File: src/rtl/uart_pkg.sv
`default_nettype none
// ============================================================================
//  Module  : uart_pkg
//  Purpose : Shared definitions for the UART receive path.
//            It holds the receiver FSM state encoding and the serial line
//            levels of the start and stop bits.
//  Revision: 1.0 - initial release
// ============================================================================
package uart_pkg;

  // Receiver FSM state encoding. The width is explicit so that every state
  // register has a fixed and known size.
  typedef logic [2:0] rx_state_t;

  localparam rx_state_t RX_IDLE   = 3'd0;
  localparam rx_state_t RX_START  = 3'd1;
  localparam rx_state_t RX_DATA   = 3'd2;
  localparam rx_state_t RX_PARITY = 3'd3;
  localparam rx_state_t RX_STOP   = 3'd4;

  // Serial line levels
  localparam logic START_BIT = 1'b0;
  localparam logic STOP_BIT  = 1'b1;

endpackage : uart_pkg
`default_nettype wire

File: src/rtl/uart_baud_tick.sv
`default_nettype none
// ============================================================================
//  Module  : uart_baud_tick
//  Purpose : Oversampled baud tick generator, shared by the transmitter and
//            the receiver. The counter runs from 0 to clk_div and emits a
//            one-cycle tick while it equals clk_div, then reloads to 0.
//            The restart input forces the counter to 0 so that the receiver
//            can align its sampling to a start edge. The transmitter ties
//            restart to 0.
//  Ports   : clk      - system clock
//            reset_n  - synchronous, active-low reset
//            clk_div  - tick period minus 1 (0 gives a tick every clk)
//            restart  - force the counter back to 0
//            tick     - one-cycle baud tick
//  Revision: 1.0 - initial release
// ============================================================================
module uart_baud_tick #(
  parameter int CLK_DIV_W = 16
) (
  input  logic                 clk,
  input  logic                 reset_n,
  input  logic [CLK_DIV_W-1:0] clk_div,
  input  logic                 restart,
  output logic                 tick
);

  logic [CLK_DIV_W-1:0] r_cnt;

  assign tick = (r_cnt == clk_div);

  always_ff @(posedge clk) begin
    if (!reset_n || restart) begin
      r_cnt <= '0;
    end else if (tick) begin
      r_cnt <= '0;
    end else begin
      r_cnt <= r_cnt + CLK_DIV_W'(1);
    end
  end

endmodule : uart_baud_tick
`default_nettype wire

File: src/rtl/uart_rx_core.sv
`default_nettype none
// ============================================================================
//  Module  : uart_rx_core
//  Purpose : UART receiver. It synchronises the rx pin and detects the
//            falling edge of a start bit. It samples each bit at its
//            mid-point using an oversampled baud tick, LSB first. Each byte
//            is presented on a valid/ready handshake.
//  Config  : UART_RX_PARITY_EN - when this macro is defined, the receiver
//            adds a parity bit between the data bits and the stop bit.
//            It also adds the ports parity_odd and rx_parity_err.
//  Ports   : clk           - system clock
//            reset_n       - synchronous, active-low reset
//            clk_div       - baud tick period minus 1
//            rx            - asynchronous serial input (idles high)
//            rx_valid      - rx_data holds an unconsumed byte
//            rx_ready      - consumer accepts when rx_valid && rx_ready
//            rx_data       - received byte
//            rx_frame_err  - stop bit of the held byte was sampled 0
//            rx_overrun    - 1-cycle pulse: completed byte dropped
//            rx_busy       - FSM not in IDLE
//            parity_odd    - (parity build) 1 = odd parity, 0 = even parity
//            rx_parity_err - (parity build) parity mismatch of the held byte
//  Revision: 1.0 - initial release
// ============================================================================
module uart_rx_core
  import uart_pkg::*;
#(
  parameter int CLK_DIV_W  = 16,
  parameter int OVERSAMPLE = 16,
  parameter int DATA_W     = 8
) (
  input  logic                 clk,
  input  logic                 reset_n,
  input  logic [CLK_DIV_W-1:0] clk_div,
  input  logic                 rx,
  output logic                 rx_valid,
  input  logic                 rx_ready,
  output logic [DATA_W-1:0]    rx_data,
  output logic                 rx_frame_err,
  output logic                 rx_overrun,
  output logic                 rx_busy
`ifdef UART_RX_PARITY_EN
  ,
  input  logic                 parity_odd,
  output logic                 rx_parity_err
`endif
);

  localparam int TCNT_W = $clog2(OVERSAMPLE);
  localparam int BCNT_W = $clog2(DATA_W + 1);

  localparam logic [TCNT_W-1:0] c_tcnt_mid  = TCNT_W'(OVERSAMPLE/2 - 1);
  localparam logic [TCNT_W-1:0] c_tcnt_last = TCNT_W'(OVERSAMPLE - 1);
  localparam logic [BCNT_W-1:0] c_bcnt_last = BCNT_W'(DATA_W - 1);

  // Synchroniser and edge detection
  logic r_sync1, r_sync2, r_sync_prev;
  logic w_fall;

  // FSM and counters
  rx_state_t         r_state, w_state_next;
  logic              w_tick, w_mid_tick, w_end_tick;
  logic              w_restart, w_sample_data, w_deliver, w_load;
  logic [TCNT_W-1:0] r_tcnt;
  logic [BCNT_W-1:0] r_bcnt;
  logic [DATA_W-1:0] r_shift;

  // Output holding register
  logic              r_valid, r_ferr, r_ovr;
  logic [DATA_W-1:0] r_data;

  // Baud tick. It is re-aligned on every start edge.
  uart_baud_tick #(
    .CLK_DIV_W (CLK_DIV_W)
  ) u_baud_tick (
    .clk     (clk),
    .reset_n (reset_n),
    .clk_div (clk_div),
    .restart (w_restart),
    .tick    (w_tick)
  );

  // The synchroniser flops reset to the idle line level, so leaving reset
  // never produces a false start edge.
  always_ff @(posedge clk) begin
    if (!reset_n) begin
      r_sync1     <= 1'b1;
      r_sync2     <= 1'b1;
      r_sync_prev <= 1'b1;
    end else begin
      r_sync1     <= rx;
      r_sync2     <= r_sync1;
      r_sync_prev <= r_sync2;
    end
  end

  // A start is only recognised on a 1->0 transition. A line held low (break)
  // therefore cannot retrigger the receiver until the line returns high.
  assign w_fall     = r_sync_prev & ~r_sync2;
  assign w_mid_tick = w_tick && (r_tcnt == c_tcnt_mid);
  assign w_end_tick = w_tick && (r_tcnt == c_tcnt_last);

  // State register
  always_ff @(posedge clk) begin
    if (!reset_n) begin
      r_state <= RX_IDLE;
    end else begin
      r_state <= w_state_next;
    end
  end

  // Next-state logic
  always_comb begin
    w_state_next = r_state;
    case (r_state)
      RX_IDLE: begin
        if (w_fall) w_state_next = RX_START;
      end
      RX_START: begin
        if (w_mid_tick) w_state_next = (r_sync2 == START_BIT) ? RX_DATA : RX_IDLE;
      end
      RX_DATA: begin
        if (w_end_tick && (r_bcnt == c_bcnt_last)) begin
`ifdef UART_RX_PARITY_EN
          w_state_next = RX_PARITY;
`else
          w_state_next = RX_STOP;
`endif
        end
      end
`ifdef UART_RX_PARITY_EN
      RX_PARITY: begin
        if (w_end_tick) w_state_next = RX_STOP;
      end
`endif
      // Leave at mid stop bit so that the next start edge is not missed.
      RX_STOP: begin
        if (w_end_tick) w_state_next = RX_IDLE;
      end
      default: w_state_next = RX_IDLE;
    endcase
  end

  // FSM outputs
  always_comb begin
    w_restart     = (r_state == RX_IDLE) && w_fall;
    w_sample_data = (r_state == RX_DATA) && w_end_tick;
    w_deliver     = (r_state == RX_STOP) && w_end_tick;
    rx_busy       = (r_state != RX_IDLE);
  end

  // Tick and bit counters, and the shift register. The tick counter restarts
  // on every state change, so each state measures from its own entry.
  always_ff @(posedge clk) begin
    if (!reset_n) begin
      r_tcnt  <= '0;
      r_bcnt  <= '0;
      r_shift <= '0;
    end else begin
      if (w_state_next != r_state) begin
        r_tcnt <= '0;
      end else if (w_tick) begin
        r_tcnt <= (r_tcnt == c_tcnt_last) ? '0 : r_tcnt + TCNT_W'(1);
      end

      if (r_state == RX_START) begin
        r_bcnt <= '0;
      end else if (w_sample_data) begin
        r_bcnt <= r_bcnt + BCNT_W'(1);
      end

      // LSB first: shift in at the MSB so the first bit ends at bit 0.
      if (w_sample_data) begin
        r_shift <= {r_sync2, r_shift[DATA_W-1:1]};
      end
    end
  end

  // A completed byte is accepted when the holding register is free, or when
  // the holding register is being emptied in this same cycle.
  assign w_load = w_deliver && (!r_valid || rx_ready);

  always_ff @(posedge clk) begin
    if (!reset_n) begin
      r_valid <= 1'b0;
      r_data  <= '0;
      r_ferr  <= 1'b0;
      r_ovr   <= 1'b0;
    end else begin
      r_ovr <= w_deliver && !w_load;
      if (w_load) begin
        r_valid <= 1'b1;
        r_data  <= r_shift;
        r_ferr  <= (r_sync2 != STOP_BIT);
      end else if (r_valid && rx_ready) begin
        r_valid <= 1'b0;
      end
    end
  end

`ifdef UART_RX_PARITY_EN
  logic w_sample_par;
  logic r_par_bit, r_perr;

  assign w_sample_par = (r_state == RX_PARITY) && w_end_tick;

  always_ff @(posedge clk) begin
    if (!reset_n) begin
      r_par_bit <= 1'b0;
      r_perr    <= 1'b0;
    end else begin
      if (w_sample_par) r_par_bit <= r_sync2;
      // Expected bit: even parity is ^data; odd parity inverts it.
      if (w_load) r_perr <= (r_par_bit != (^r_shift ^ parity_odd));
    end
  end

  assign rx_parity_err = r_perr;
`endif

  assign rx_valid     = r_valid;
  assign rx_data      = r_data;
  assign rx_frame_err = r_ferr;
  assign rx_overrun   = r_ovr;

endmodule : uart_rx_core
`default_nettype wire

File: config.mk
export PLATFORM = sky130hd
export DESIGN_NAME = uart_rx_core
export DESIGN_NICKNAME = d
export VERILOG_FILES = /design/src/rtl/uart_pkg.sv /design/src/rtl/uart_baud_tick.sv /design/src/rtl/uart_rx_core.sv
export SDC_FILE = /design/constraint.sdc
export NUM_CORES = 1
export LEC_CHECK = 0
export ABC_CLOCK_PERIOD_IN_PS = 1800
export BUFFER_PORTS_ARGS = -buffer_cell sky130_fd_sc_hd__buf_4
export CAP_MARGIN = 20
export CORE_MARGIN = 2
export CORE_UTILIZATION = 51
export DETAILED_ROUTE_END_ITERATION = 10
export PLACE_DENSITY = 0.76
export SLEW_MARGIN = 20
export SYNTH_ARGS = -nofsm -noshare
export SYNTH_HDL_FRONTEND = slang
export SYNTH_SLANG_ARGS = --single-unit
File: constraint.sdc
create_clock -name clk -period 1.8 [get_ports clk]
set_clock_uncertainty 0.05 [all_clocks]
set_input_delay 0.27 -clock clk [delete_from_list [all_inputs] [get_ports clk]]
set_output_delay 0.27 -clock clk [all_outputs]
set_load 0.005 [all_outputs]
==> metrics.yaml <==
hold_path:
  hold_path_depth: 2
  hold_path_class: "primary input to flop"
critical_path:
  end_kind: "flop"
  critPathKind: "flop to flop"
  crit_fanout: 8
  arrival_ps: 2090
  worst-r2r-cell-count: 7
  worstPathRequired_ps: 1980
  worstSetupStartpointType: "flop"
sta:
  finalHoldViolCount: 0
  slew_headroom_pct: 73.1
  setup_viol: 18
  max_freq_mhz: 524
  drv_slew: 0
  finalWorstSetupSlack_ps: -109
  min_period_ps: 1910
  rsz0062_at_grt: "yes"
  post-route-period-util_pct: 106
  worst_slew_pin_slew_ps: 402
  tns_ps: -1170
synth:
  synth_top_area_cell: "dfxtp_1"
  synth_seq_cells: 49
  synth_area_mm2: 0.00221
  yosysTopAreaCellShare_pct: 44.3
  avgSynthCellArea_um2: 9.15
  yosys-top-cells-area: "dfxtp_1 44%, xor2_1 7.9%, mux2i_1 7.7%, nand2_1 4.7%, nor2_1 4.4%"
  ys_seq_area_share_pct: 44.3
  yosysWarnings: 0
  netlist_instances: 242
  synth.net_count: 265
  synth_cell_types: 39
floorplanning:
  fp.dieH_um: 69.9
  num_rows: 23
  fp.dieArea_mm2: 0.00489
  io_pins: 32
  die_w_um: 69.9
  core_area_mm2: 0.00409
  initial_core_util_pct: 54.2
global_routing:
  grt_max_degree: 31
  antenna_found_initial: 0
  globalRouteOverflowTotal: 0
  grt_pass1_wl_um: 8070
  gr-usage-all-layers_pct: 20.3
  grt_pass1_vias: 1828
outcome:
  violations: "setup timing"
  status: "finished with violations"
flow_run:
  drv_cap: 0
clocking:
  insertion_delay_ps: 300
  cts_buffers: 5
  clk_path_buf_depth: 2
  clk_pin_slew_ps: 80
  clock_sinks: 49
  cts_tree: "done"
  holdBufCountCts: 0
  htree_levels: 2
  cts-root-buf: "clkbuf_8"
power:
  leakagePower_nw: 1.10
  internal_power_mw: 1.43
  vdd.ir_drop.worst_mv: 0.513
  clock_power_share_pct: 34.3
  switchingPower_mw: 0.433
  swShare_pct: 23.3
  power_frac_seq_pct: 59.0
  combPwrFrac_pct: 6.8
  power_density_mw_per_mm2: 644
place:
  place_area_mm2: 0.00268
  pre_cts_ws_ps: -210
  gp_congestion: 0.799
  io_buffers: 31
  dpl.hpwl_um: 3340
  place_inst: 341
final_layout:
  seqCellArea_um2: 986
  drive_gt1_share_pct: 29.8
  antenna_cells: 0
  multi_input_area_mm2: 0.00123
  design_area_mm2: 0.00289
  area_growth_pct: 30.3
  fill_cells: 308
  final_cells: 352
  fin_nets: 324
drt:
  drt_iter0_markers: 173
  first_pass_iters: 5
  wl_per_cell_um: 13.4
  via_per_inst: 5.36
  num_vias: 1885
  drc: 0
  ant_nets: 0
  wirelength_um: 4730
-- through the flow --
| step | utilization, % | total power, mW | hold WS [ps] |
|---|---|---|---|
| after floorplan | - | 1.18 | 321 |
| final | 70.6 | 1.86 | 105 |
| after detailed placement | 65.5 | 1.24 | 360 |
| after global routing | 70.6 | 1.94 | 112 |
| after global placement | 65.5 | 1.24 | 353 |
| after CTS | 69.2 | 1.88 | 98.0 |
-- layer usage --
metal / track usage (%) / vias up / routed length (µm)
met5: 0 / - / 0
li1: - / 942 / -
met4: 8.55 / 0 / 121
met3: 4.04 / 12 / 179
met1: 24.9 / 892 / 2080
met2: 34.7 / 39 / 2350
-- Yosys cell counts, drive strengths merged --
master and number:
mux2i 17, nand3 12, a21oi 10, o21ai 5
o211ai 2, dfxtp 49, or3 4, inv 7
nand4b 1, a21boi 1, buf 4, or3b 1
or4 3, and4 2, xor2 20, nor3 2
xnor2 10, or2 1, nor2 27, o21bai 2
nand2 28, nor4 5, clkbuf 5, o21a 1
nor2b 2, nor3b 2, nand4 5, o31ai 3
o2111ai 1, nand2b 3, ha 3, and3 3
and2 1
-- what timing repair did --
action | CTS | global route
cloned | 0 | 1
pin swaps | 12 | 9
endpoints found under the hold margin | 0 | 0
resized for setup | 11 | 15
endpoints found under the setup margin | 41 | 42
buffers inserted | 2 | 0
-- logic make-up after synthesis --
logic type,Yosys count,synth area share (%)
compound gates,25,6.84
flops,49,44.3
xor+xnor,30,11.9
mux,17,7.68
simple gates,102,24.2
buf+inv,16,3.45
fa+ha+maj,3,1.70
-- flip-flops by register name, summed over array words and instances, names as in the netlist --
register,count
r_state,3
u_baud_tick.r_cnt,16
rx_overrun,1
r_tcnt,4
r_sync_prev,1
rx_frame_err,1
r_sync1,1
rx_valid,1
r_sync2,1
r_bcnt,4
rx_data,8
r_shift,8
-- power by group through the flow --
| stage | clock network, mW | registers (mW) | logic [mW] |
|---|---|---|---|
| floorplan | 0 | 1.12 | 0.0588 |
| global placement | 0 | 1.12 | 0.116 |
| detailed placement | 0 | 1.12 | 0.119 |
| CTS | 0.661 | 1.10 | 0.123 |
| global route | 0.703 | 1.10 | 0.138 |
| finish | 0.637 | 1.10 | 0.126 |
-- critical path, cell delays in order, from the launching register on --
cell and delay (ps):
dfxtp_4 370, xor2_2 160, nor4_4 330, nand4_1 160, buf_6 180, buf_6 120, or3_4 360, a21oi_2 120
-- cell type report --
cell class                 instances  area share (%)
clock buffer                       6            2.51
timing repair buffer              61            16.9
clock inverter                     2           0.520
sequential                        49            34.2
inverter                           7           0.910
tap                               50            2.17
multi-input combinational        177            42.8
-- path summary, 6_finish.rpt --
check	slack (ps)	startpoint	endpoint
setup / recovery	-110	u_baud_tick.r_cnt[14]$_SDFF_PP0_	r_bcnt[0]$_SDFFE_PP0P_
hold / removal	100	rx	r_sync1$_SDFF_PN1_
setup reg to reg	-110	u_baud_tick.r_cnt[14]$_SDFF_PP0_	r_bcnt[0]$_SDFFE_PP0P_
hold reg to reg	370	r_sync1$_SDFF_PN1_	r_sync2$_SDFF_PN1_
-- placed cells by master, fill, tap and decap left out, types with 2 or more instances in the layout --
cell / count
dfxtp_1: 47
xor2_1: 19
ha_1: 3
nor2_2: 2
o211ai_1: 2
mux2i_1: 17
or3_1: 3
nor2b_1: 2
o21ai_1: 2
a21oi_1: 8
nor3b_1: 2
clkinvlp_4: 2
o21ai_0: 3
and3_1: 3
clkbuf_8: 5
and4_1: 2
buf_4: 55
nand4_1: 5
o31ai_1: 3
xnor2_1: 10
nand2b_1: 3
or4_4: 2
nand2_1: 28
nand3_1: 10
nor4_2: 4
o21bai_1: 2
a21oi_2: 2
nor2_1: 24
inv_1: 7
buf_6: 5
Power figures use the tool's default switching activity.
